--- config.mk ---
export PLATFORM = sky130hd
export DESIGN_NAME = hello_marquee
export DESIGN_NICKNAME = d
export VERILOG_FILES = /design/src/rtl/hello_marquee.sv
export SDC_FILE = /design/constraint.sdc
export NUM_CORES = 1
export LEC_CHECK = 0
export ABC_CLOCK_PERIOD_IN_PS = 3000
export CAP_MARGIN = 25
export CORE_ASPECT_RATIO = 2
export CORE_MARGIN = 1
export CORE_UTILIZATION = 25
export DETAILED_ROUTE_END_ITERATION = 6
export SLEW_MARGIN = 25
export SYNTH_ARGS = -nofsm -noshare
export SYNTH_HDL_FRONTEND = slang
export SYNTH_SLANG_ARGS = --single-unit
--- constraint.sdc ---
create_clock -name clk -period 3 [get_ports clk]
set_clock_uncertainty 0.05 [all_clocks]
set_input_delay 0.45 -clock clk [delete_from_list [all_inputs] [get_ports clk]]
set_output_delay 0.45 -clock clk [all_outputs]
set_load 0.02 [all_outputs]
--- src/rtl/hello_marquee.sv ---
`default_nettype none
// ============================================================================
// Module   : hello_marquee
// Brief    : Scrolling "HELLO" marquee on a 4-digit multiplexed, active-low
//            seven-segment display. Eight slide switches select pause,
//            direction, blanking and scroll speed.
// Options  : HELLO_MARQUEE_DEGHOST_EN - when defined, all digit enables are
//            held off during slot-counter values 0 and 1 of every slot to
//            suppress ghosting between neighbouring digits.
// Revision : 1.0 - initial release
// ============================================================================
module hello_marquee #(
  parameter int CLK_DIV = 100  // clocks per digit slot, must be >= 4
) (
  input  logic       clk,
  input  logic       rst_n,
  input  logic [7:0] sw,
  output logic [6:0] ss,
  output logic [4:1] dig
);

  // --------------------------------------------------------------------------
  // Constants
  // --------------------------------------------------------------------------
  localparam int                  c_SLOT_W    = (CLK_DIV > 1) ? $clog2(CLK_DIV) : 1;
  localparam logic [c_SLOT_W-1:0] c_SLOT_LAST = c_SLOT_W'(CLK_DIV - 1);
  localparam logic [c_SLOT_W-1:0] c_SLOT_ONE  = c_SLOT_W'(1);

  // Active-low glyphs, bit order {g,f,e,d,c,b,a}
  localparam logic [6:0] c_SEG_H     = 7'h09;
  localparam logic [6:0] c_SEG_E     = 7'h06;
  localparam logic [6:0] c_SEG_L     = 7'h47;
  localparam logic [6:0] c_SEG_O     = 7'h40;
  localparam logic [6:0] c_SEG_BLANK = 7'h7F;
  localparam logic [4:1] c_DIG_OFF   = 4'b1111;

  // --------------------------------------------------------------------------
  // Signals
  // --------------------------------------------------------------------------
  logic [7:0]          r_sw_meta;     // first synchroniser stage
  logic [7:0]          r_sw_s;        // synchronised switches
  logic [c_SLOT_W-1:0] r_slot;        // position within a digit slot
  logic [1:0]          r_scan;        // which digit is being driven
  logic [2:0]          r_ptr;         // message index shown on the leftmost digit
  logic [6:0]          r_frame;       // frames since the last scroll step

  logic [c_SLOT_W-1:0] w_slot_nxt;
  logic [1:0]          w_scan_nxt;
  logic [2:0]          w_ptr_nxt;
  logic [6:0]          w_frame_nxt;
  logic                w_slot_wrap;
  logic                w_frame_end;
  logic                w_step;
  logic [6:0]          w_term;
  logic                w_pause;
  logic                w_reverse;
  logic                w_blank;
  logic [2:0]          w_char_idx;
  logic [6:0]          w_ss_nxt;
  logic [4:1]          w_dig_nxt;
  logic                w_unused_sw3;  // reserved switch, deliberately ignored

  assign w_pause      = r_sw_s[0];
  assign w_reverse    = r_sw_s[1];
  assign w_blank      = r_sw_s[2];
  assign w_unused_sw3 = r_sw_s[3];

  // Terminal frame count is 8*(speed+1)-1, i.e. the speed nibble followed by 3'b111
  assign w_term = {r_sw_s[7:4], 3'b111};

  // Message ROM: H E L L O followed by three blanks
  function automatic logic [6:0] f_glyph(input logic [2:0] idx);
    logic [6:0] seg;
    seg = c_SEG_BLANK;
    case (idx)
      3'd0:    seg = c_SEG_H;
      3'd1:    seg = c_SEG_E;
      3'd2:    seg = c_SEG_L;
      3'd3:    seg = c_SEG_L;
      3'd4:    seg = c_SEG_O;
      default: seg = c_SEG_BLANK;
    endcase
    return seg;
  endfunction

  // --------------------------------------------------------------------------
  // Two-flop switch synchroniser; switches never reach the pins combinationally
  // --------------------------------------------------------------------------
  always_ff @(posedge clk or negedge rst_n) begin
    if (!rst_n) begin
      r_sw_meta <= '0;
      r_sw_s    <= '0;
    end else begin
      r_sw_meta <= sw;
      r_sw_s    <= r_sw_meta;
    end
  end

  // --------------------------------------------------------------------------
  // Slot counter and scan index next-state: slot wraps advance the scan index
  // --------------------------------------------------------------------------
  always_comb begin
    w_slot_wrap = (r_slot == c_SLOT_LAST);
    w_slot_nxt  = w_slot_wrap ? '0 : (r_slot + c_SLOT_ONE);
    w_scan_nxt  = w_slot_wrap ? (r_scan + 2'd1) : r_scan;
    w_frame_end = w_slot_wrap && (r_scan == 2'd3);
  end

  // --------------------------------------------------------------------------
  // Scroll timing: count frames, step the pointer once the terminal count is
  // met or exceeded (so a speed change below the current count steps at the
  // next frame end). Pause freezes both the pointer and the frame counter.
  // --------------------------------------------------------------------------
  always_comb begin
    w_frame_nxt = r_frame;
    w_ptr_nxt   = r_ptr;
    w_step      = 1'b0;
    if (w_frame_end && !w_pause) begin
      if (r_frame >= w_term) begin
        w_step      = 1'b1;
        w_frame_nxt = '0;
      end else begin
        w_frame_nxt = r_frame + 7'd1;
      end
    end
    if (w_step) begin
      w_ptr_nxt = w_reverse ? (r_ptr - 3'd1) : (r_ptr + 3'd1);
    end
  end

  // --------------------------------------------------------------------------
  // Counter and pointer state registers
  // --------------------------------------------------------------------------
  always_ff @(posedge clk or negedge rst_n) begin
    if (!rst_n) begin
      r_slot  <= '0;
      r_scan  <= '0;
      r_ptr   <= '0;
      r_frame <= '0;
    end else begin
      r_slot  <= w_slot_nxt;
      r_scan  <= w_scan_nxt;
      r_ptr   <= w_ptr_nxt;
      r_frame <= w_frame_nxt;
    end
  end

  // --------------------------------------------------------------------------
  // Pin values are decoded from next-state counters so the registered pins
  // switch on the same edge as the scan index does.
  // --------------------------------------------------------------------------
  always_comb begin
    // 3-bit add wraps the circular message index naturally
    w_char_idx = w_ptr_nxt + {1'b0, w_scan_nxt};
    w_ss_nxt   = f_glyph(w_char_idx);
    w_dig_nxt  = c_DIG_OFF;
    case (w_scan_nxt)
      2'd0:    w_dig_nxt = 4'b0111;
      2'd1:    w_dig_nxt = 4'b1011;
      2'd2:    w_dig_nxt = 4'b1101;
      default: w_dig_nxt = 4'b1110;
    endcase
`ifdef HELLO_MARQUEE_DEGHOST_EN
    // Dead time at the start of every slot while segments settle
    if (w_slot_nxt <= c_SLOT_ONE) begin
      w_dig_nxt = c_DIG_OFF;
    end
`endif
    // Blanking only masks the pins; counters keep running to stay in phase
    if (w_blank) begin
      w_dig_nxt = c_DIG_OFF;
      w_ss_nxt  = c_SEG_BLANK;
    end
  end

  // --------------------------------------------------------------------------
  // Registered display pins, dark during reset
  // --------------------------------------------------------------------------
  always_ff @(posedge clk or negedge rst_n) begin
    if (!rst_n) begin
      ss  <= c_SEG_BLANK;
      dig <= c_DIG_OFF;
    end else begin
      ss  <= w_ss_nxt;
      dig <= w_dig_nxt;
    end
  end

endmodule
`default_nettype wire

==> results of run 1 <==
==> state kept, by name, summed over array words and instances (netlist names) <==
register,cells
r_slot,7
r_ptr,3
dig,4
r_sw_meta,7
r_scan,2
r_frame,7
r_sw_s,7
ss,5
==> cells in the final DEF, fill, tap and decap left out, types with 3 or more instances in the layout <==
cell type / n
a21oi_1: 3
and3_1: 3
buf_4: 7
clkbuf_16: 5
clkdlybuf4s50_1: 18
dfrtp_1: 33
dfstp_2: 9
ha_1: 8
inv_1: 9
nand2_1: 11
nand2b_1: 3
nand3_1: 8
nor2_1: 6
nor3_1: 3
o21ai_0: 9
o31ai_1: 3
xnor2_1: 5
xnor2_2: 3
==> through the flow <==
step / area, sq um / utilization [%] / setup WS [ns] / hold slack, ns / std cells
after floorplan: 1830 / - / 0.157 / 0.104 / 147
after global placement: 2150 / 30.8 / 0.0966 / 0.283 / 259
after detailed placement: 2150 / 30.8 / 0.0674 / 0.286 / 259
after CTS: 2300 / 32.9 / 0.0465 / 0.288 / 267
after global routing: 2320 / 33.2 / 0.0374 / 0.135 / 267
final: 2320 / 33.2 / 0.162 / 0.0880 / 267
==> cells by family after synthesis <==
kind of cell             synth area share (%)
buffers and inverters                    3.35
flip-flops                               58.1
multiplexers                             2.33
AO/OA/AOI/OAI                            8.42
adder cells (fa/ha/maj)                  7.67
AND/OR/NAND/NOR                          14.9
XOR/XNOR                                 5.20
==> final cells by class <==
class / count / area (sq um) / area share, %
sequential: 42 / 1060 / 45.8
tap: 90 / 113 / 4.85
clock buffer: 7 / 143 / 6.15
multi-input combinational: 91 / 723 / 31.2
inverter: 11 / 41.3 / 1.78
timing repair buffer: 25 / 233 / 10.0
clock inverter: 1 / 5.00 / 0.216
==> repair_timing <==
item,CTS,global route
setup buffers,0,0
resized for setup,0,3
endpoints found under the setup margin,0,3
==> final timing paths <==
check	startpoint	end	slack, ns	depth (start not counted)
setup / recovery	r_frame[4]$_DFFE_PN0P_	ss[6]$_DFF_PN1_	0.16	11
hold / removal	rst_n	r_sw_meta[5]$_DFF_PN0_	0.09	1
setup reg to reg	r_frame[4]$_DFFE_PN0P_	ss[6]$_DFF_PN1_	0.16	11
hold reg to reg	r_sw_meta[4]$_DFF_PN0_	r_sw_s[4]$_DFF_PN0_	0.30	0
max in group asynchronous	rst_n	dig[3]$_DFF_PN1_	2.43	1
min in group clk	r_sw_meta[4]$_DFF_PN0_	r_sw_s[4]$_DFF_PN0_	0.30	0
==> report_power, final <==
| part | switching [mW] | internal (mW) | total [mW] |
|---|---|---|---|
| Clock | 0.206 | 0.330 | 0.536 |
| Combinational | 0.0245 | 0.0193 | 0.0438 |
| Sequential | 0.00551 | 0.581 | 0.587 |
==> critical path: stages (launching register included) <==
cell     delay [ns]
dfrtp_1        0.41
ha_1           0.30
a21oi_1        0.22
o21ai_4        0.08
o21ai_2        0.21
xnor2_2        0.15
ha_1           0.17
inv_1          0.04
fa_1           0.41
xnor2_2        0.17
xnor2_2        0.18
or3b_1         0.37
==> synthesized netlist by cell type <==
| cell type | n | area share [%] |
|---|---|---|
| and3_1 | 3 | 1.0 |
| nor2_2 | 1 | 0.34 |
| ha_1 | 8 | 5.5 |
| and3_2 | 1 | 0.41 |
| inv_2 | 2 | 0.41 |
| nand2b_1 | 3 | 1.0 |
| nor4_4 | 1 | 1.2 |
| and4bb_4 | 1 | 0.89 |
| nand3_2 | 1 | 0.55 |
| nor3_1 | 3 | 0.82 |
| dfstp_2 | 9 | 13 |
| o211ai_4 | 1 | 1.2 |
| mux2_2 | 2 | 1.2 |
| fa_1 | 2 | 2.2 |
| xnor2_1 | 7 | 3.4 |
| a31oi_1 | 2 | 0.68 |
| xor2_1 | 2 | 0.96 |
| nor2b_1 | 1 | 0.34 |
| nand2_1 | 11 | 2.3 |
| dfrtp_1 | 33 | 45 |
| nor3b_1 | 2 | 0.82 |
| o31ai_1 | 3 | 1.2 |
| a21oi_2 | 1 | 0.48 |
| xnor2_2 | 1 | 0.89 |
| nor3_4 | 1 | 0.89 |
| o21ai_4 | 1 | 0.89 |
| o21a_1 | 1 | 0.41 |
| and2b_2 | 1 | 0.48 |
| o21ai_0 | 9 | 2.5 |
| a21oi_1 | 3 | 0.82 |
| mux2i_1 | 2 | 1.1 |
| clkbuf_2 | 1 | 0.27 |
| inv_1 | 9 | 1.8 |
| o21ai_1 | 1 | 0.27 |
| buf_4 | 2 | 0.82 |
| nand3_1 | 8 | 2.2 |
| nor2_1 | 6 | 1.2 |
| or3b_1 | 1 | 0.48 |
==> routing by layer <==
| layer | routed length, um | vias to the layer above | track usage (%) |
|---|---|---|---|
| li1 | - | 554 | - |
| met1 | 1230 | 585 | 9.35 |
| met2 | 1820 | 27 | 18.3 |
| met3 | 99 | 9 | 2.40 |
| met4 | 146 | 0 | 8.72 |
| met5 | 0 | - | 0 |
==> results.yml, run 1 <==
placed_design:
  gp_congestion: 0.745
  port_buffers: 19
  place_hpwl_mm: 2.35
setup_path:
  critPathMaxFanout: 4
  critPathArrivalTime_ns: 2.99
  start_kind: "register"
  endpoint_kind: "register"
  setup.worst_path.class: "register to register"
  critical_path_required_ns: 3.15
final_layout:
  syn_to_final_growth_pct: 26.9
  fin_nets: 196
  diodes: 0
  nFillCells: 728
  drive_above_1_share_pct: 23.2
global_routing:
  grt_max_degree: 43
  grt_pass1_vias: 1282
  antenna_found_initial: 0
  grt_overflow: 0
  grt_usage_pct: 10.1
  grt_pass1_wl_mm: 5.75
clocking:
  cts_sinks: 42
  cts_tree: "yes"
  clk-insertion-delay-late_ns: 0.28
  cts_buffer_depth: 2
  numCtsBuffers: 5
  root_buffer: "clkbuf_16"
  cts_hold_buf: 0
  clk_pin_slew_ns: 0.06
  htree_levels: 2
power:
  ir_drop_uv: 325
  p_total_mw: 1.17
  p_leak_nw: 1.02
  powerDensity_mw_per_mm2: 503
route:
  drc: 0
  vias_per_cell: 4.40
  first_iter_violations: 15
  vias: 1175
  ant_nets: 0
  wl_per_cell_um: 12.4
  wirelength_mm: 3.30
  firstDrtPassIters: 4
floorplan:
  die_h_um: 123
  start_util_pct: 26.1
  rows: 43
  core_area_sq_mm: 0.00699
  die_w_um: 62.5
  die_area_sq_mm: 0.00768
  io-pin-count: 21
synthesis:
  syn_inst: 147
  synth_area_sq_mm: 0.00183
  yosysSeqAreaShare_pct: 58.1
  synth_cell_type_count: 38
  avgSynthCellArea_sq_um: 12.4
  ys_warn_count: 0
  ys_ff_latch: 42
  synth_nets: 167
timing:
  finalCritPeriodShare_pct: 94.6
  maxSlewHeadroom_pct: 65.1
  rsz0062_at_grt: "false"
  tightest_slew_ns: 0.524
  hold_viol_final: 0
  period_needed_ns: 2.84
  setup_violations: 0
  fmax_ghz: 0.352
  tns_ns: 0
  slew_viol_final: 0
run_status:
  status: "complete, no violations"
hold_path:
  holdCritPathClass: "input port to asynchronous set/reset pin"
run:
  maxCapViolCount: 0
Note: power is estimated with default switching activity, not from simulation.
==> inputs of run 2 (changes only) <==
- ABC_CLOCK_PERIOD_IN_PS: 3000 -> 2830
- clock period: 3 -> 2.83 ns (I/O delays scaled with it)
==> results.yml, run 2 (synthesis results as in run 1) <==
run_status:
  status: "complete, no violations"
timing:
  worst_slack_ns: 0.115
  period_needed_ns: 2.72
  hold_viol_final: 0
  maxSlewHeadroom_pct: 65.9
  slew_viol_final: 0
  tightest_slew_ns: 0.511
  fmax_ghz: 0.368
  tns_ns: 0
  finalCritPeriodShare_pct: 95.9
  setup_violations: 0
route:
  first_iter_violations: 6
  wirelength_mm: 3.07
  wl_per_cell_um: 11.3
  firstDrtPassIters: 4
  vias_per_cell: 4.20
  ant_nets: 0
  drc: 0
  vias: 1138
clocking:
  htree_levels: 2
  numCtsBuffers: 5
  clk-insertion-delay-late_ns: 0.28
  clk_pin_slew_ns: 0.06
  root_buffer: "clkbuf_16"
  cts_hold_buf: 0
  cts_sinks: 42
  cts_tree: "yes"
  cts_buffer_depth: 2
placed_design:
  port_buffers: 19
  dp_cells: 263
  gp_congestion: 0.748
  place_hpwl_mm: 2.30
  pre_cts_ws_ns: -0.0212
setup_path:
  endpoint_kind: "register"
  critPathArrivalTime_ns: 2.87
  crit-reg2reg-launch: "r_frame[6]$_DFFE_PN0P_"
  setup.worst_path.class: "register to register"
  reg2reg_slack_ns: 0.11
  ff2ff_path_depth: 11
  crit_slowest_cell: "dfrtp_2"
  cpMostUsedCell: "xnor2_2"
  critical_path_required_ns: 2.98
  slowest_delay_ns: 0.43
  start_kind: "register"
  r2r_end: "ss[6]$_DFF_PN1_"
  critPathMaxFanout: 4
  worstPathCellList: "ha_4, nand2_4, nor3_4, o21ai_4, xnor2_2, ha_2, inv_2, fa_2, xnor2_2, xnor2_2, or3b_1"
final_layout:
  diodes: 0
  regArea_sq_mm: 0.00106
  nFillCells: 716
  syn_to_final_growth_pct: 32.4
  instances_no_fill: 271
  drive_above_1_share_pct: 30.9
  final_cell_mix: "dfrtp_1, clkdlybuf4s50_1, buf_4"
  fin_nets: 200
  final_common_cell: "dfrtp_1"
  multi_input_area_sq_um: 788
power:
  p_total_mw: 1.24
  p_leak_nw: 1.04
  ir_drop_uv: 337
  powerDensity_mw_per_mm2: 512
global_routing:
  grt_max_degree: 43
  grt_overflow: 0
  grt_pass1_vias: 1190
  antenna_found_initial: 0
  grt_usage_pct: 9.25
  grt_pass1_wl_mm: 5.31
floorplan:
  die_area_sq_mm: 0.00768
  rows: 43
  io-pin-count: 21
  core_area_sq_mm: 0.00699
  die_h_um: 123
  start_util_pct: 26.1
  die_w_um: 62.5
run:
  maxCapViolCount: 0
hold_path:
  holdCritPathClass: "input port to asynchronous set/reset pin"
==> run 2: cell types whose count changed in the layout (fill, tap and decap cells not counted), moves of 2 or more <==
cell | before | now
buf_4 | 7 | 11
ha_1 | 8 | 5
a21oi_1 | 3 | 1
ha_4 | 0 | 2
==> run 2: worst max path at each step <==
stage	start	endpoint	slack [ns]	cells past startpoint
6_report	r_frame[6]$_DFFE_PN0P_	ss[6]$_DFF_PN1_	0.11	11
5_1_grt	r_frame[6]$_DFFE_PN0P_	ss[6]$_DFF_PN1_	-0.02	11
4_1_cts	r_frame[6]$_DFFE_PN0P_	ss[6]$_DFF_PN1_	0.005	11
3_5_place_dp	r_frame[4]$_DFFE_PN0P_	ss[6]$_DFF_PN1_	-0.02	11
3_3_place_gp	r_frame[4]$_DFFE_PN0P_	ss[6]$_DFF_PN1_	0.002	11
2_1_floorplan	r_frame[4]$_DFFE_PN0P_	ss[6]$_DFF_PN1_	0.002	11
==> run 2: timing repair <==
item                                    in CTS  in global routing
resized for setup                            2                 12
pin swaps                                    0                  8
buffers inserted                             0                  0
endpoints found under the setup margin       1                  3
endpoints found under the hold margin        0                  0
==> run 2: worst max-delay path, delay by kind of cell, from the launching register on <==
family	cells	cell delay, ns
AO/OA/AOI/OAI	1	0.09
XOR/XNOR	3	0.53
adder cells (fa/ha/maj)	3	0.84
buffers and inverters	1	0.03
flip-flops	1	0.43
AND/OR/NAND/NOR	3	0.67
==> run 2: final cells by class <==
type                    instances  area share, %
multi-input cells              91           32.6
clock buffers                   6           5.74
clock inverters                 2          0.517
well taps                      90           4.65
inverters                      11           1.71
flip-flops and latches         42           44.0
repair buffers                 29           10.9
==> run 2: report_power, final <==
part / internal, mW / switching [mW] / leakage (nW)
Clock: 0.349 / 0.218 / 0.0729
Sequential: 0.616 / 0.00480 / 0.507
Combinational: 0.0228 / 0.0276 / 0.460
Total: 0.988 / 0.251 / 1.04
==> run 2: per-stage QoR <==
stage	instance area, sq um	hold WS [ns]	utilization [%]
finish	2420	0.0615	34.6
CTS	2350	0.264	33.7
detailed placement	2190	0.285	31.3
global route	2420	0.119	34.6
global placement	2190	0.283	31.3
floorplan	1840	0.0789	-
==> run 2: per-layer routing <==
| metal | global-route usage (%) | up-vias | share of wire (%) |
|---|---|---|---|
| met4 | 6.98 | 0 | 3.4 |
| li1 | - | 563 | - |
| met3 | 1.66 | 6 | 1.8 |
| met5 | 0 | - | 0 |
| met2 | 17.2 | 11 | 60 |
| met1 | 8.93 | 558 | 35 |
==> inputs of run 3 (changes only) <==
- SLEW_MARGIN: 25 -> 5
==> results.yml, run 3 (synthesis results as in run 1) <==
timing:
  tns_ns: 0
  slew_viol_final: 0
  finalCritPeriodShare_pct: 95.8
  hold_viol_final: 0
  tightest_slew_ns: 0.317
  maxSlewHeadroom_pct: 78.7
  period_needed_ns: 2.71
  fmax_ghz: 0.369
  setup_violations: 0
  holdWs_ns: 0.296
setup_path:
  cpMostUsedCell: "xnor2_2"
  slowest_delay_ns: 0.43
  worstPathCellList: "ha_4, nand2_4, nor3_4, o21ai_4, xnor2_2, ha_2, inv_2, fa_2, xnor2_2, xnor2_2, or3b_1"
  start_kind: "register"
  critPathBufInv: 1
  crit_path_start: "r_frame[6]$_DFFE_PN0P_"
  critPathArrivalTime_ns: 2.86
  crit_family: "adder cells"
  critical_path_required_ns: 2.98
  setup.worst_path.class: "register to register"
  crit-reg2reg-launch: "r_frame[6]$_DFFE_PN0P_"
  endpoint_kind: "register"
  crit_slowest_cell: "dfrtp_2"
  critPathMaxFanout: 4
global_routing:
  grtUsageMet1_pct: 8.93
  grt_usage_pct: 9.25
  grt_pass1_vias: 1190
  use_met3_pct: 1.66
  grt_use_met2_pct: 17.2
  busiest_layer: "met2"
  grt_overflow: 0
  grt_pass1_wl_mm: 5.31
  grt_max_degree: 43
  antenna_found_initial: 0
placed_design:
  dp_cells: 263
  gp_congestion: 0.748
  placed_cell_area_sq_mm: 0.00219
  port_buffers: 19
  place_hpwl_mm: 2.30
final_layout:
  fin_area_sq_mm: 0.00245
  fin_nets: 202
  instances_no_fill: 273
  diodes: 0
  syn_to_final_growth_pct: 33.9
  final_cell_mix: "dfrtp_1, clkdlybuf4s50_1, nand2_1, buf_4"
  drive_above_1_share_pct: 31.1
  final_common_cell: "dfrtp_1"
clocking:
  numCtsBuffers: 5
  htree_levels: 2
  cts_tree: "yes"
  clk-insertion-delay-late_ns: 0.28
  cts_sinks: 42
  root_buffer: "clkbuf_16"
  clk_pin_slew_ns: 0.06
  cts_buffer_depth: 2
route:
  wl_per_cell_um: 11.3
  vias_per_cell: 4.21
  drc: 0
  vias: 1148
  ant_nets: 0
  firstDrtPassIters: 4
  first_iter_violations: 13
  wirelength_mm: 3.08
floorplan:
  rows: 43
  core_area_sq_mm: 0.00699
  die_area_sq_mm: 0.00768
  io-pin-count: 21
  die_w_um: 62.5
  start_util_pct: 26.1
  die_h_um: 123
hold_path:
  holdCritStartpoint: "r_sw_meta[4]$_DFF_PN0_"
  holdCritPathClass: "register to register"
power:
  powerDensity_mw_per_mm2: 508
  p_total_mw: 1.24
  p_leak_nw: 1.05
  ir_drop_uv: 337
run:
  maxCapViolCount: 0
run_status:
  status: "complete, no violations"
==> run 3: routing by layer <==
layer	vias to the layer above	wire, um
met5	-	0
met3	6	67
met1	563	1090
met4	0	104
li1	566	-
met2	13	1820
==> run 3: layout make-up <==
cell class                 instances  area, sq um
multi-input combinational         91          788
timing repair buffer              31          290
clock inverter                     2         12.5
fill                             715         4550
sequential                        42         1060
inverter                          11         41.3
clock buffer                       6          139
tap                               90          113
==> run 3: stage by stage <==
step           worst slack (ns)  util [%]
5_1_grt                 -0.0176      35.0
3_3_place_gp            0.00188      31.3
4_1_cts                 0.00538      33.7
6_report                  0.118      35.0
2_1_floorplan           0.00203         -
3_5_place_dp            -0.0212      31.3
==> run 3: repair_timing <==
item	4_1_cts	5_1_grt
resized for setup	2	12
hold buffers	0	1
hold endpoints to repair	0	5
pin swaps	0	8
setup endpoints to repair	1	3
setup buffers	0	0
==> run 3: path summary, 6_finish.rpt <==
| path | end | slack, ns | cells after the start |
|---|---|---|---|
| max in group asynchronous | ss[2]$_DFF_PN1_ | 1.79 | 3 |
| setup / recovery | ss[6]$_DFF_PN1_ | 0.12 | 11 |
| setup reg to reg | ss[6]$_DFF_PN1_ | 0.12 | 11 |
| min in group asynchronous | r_sw_meta[7]$_DFF_PN0_ | 0.45 | 2 |
| hold / removal | r_sw_s[4]$_DFF_PN0_ | 0.30 | 0 |
| hold reg to reg | r_sw_s[4]$_DFF_PN0_ | 0.30 | 0 |
==> run 3: power breakdown <==
part | switching [mW] | internal (mW) | leakage (nW)
clock | 0.219 | 0.349 | 0.0729
combinational | 0.0285 | 0.0261 | 0.473
sequential | 0.00481 | 0.616 | 0.507
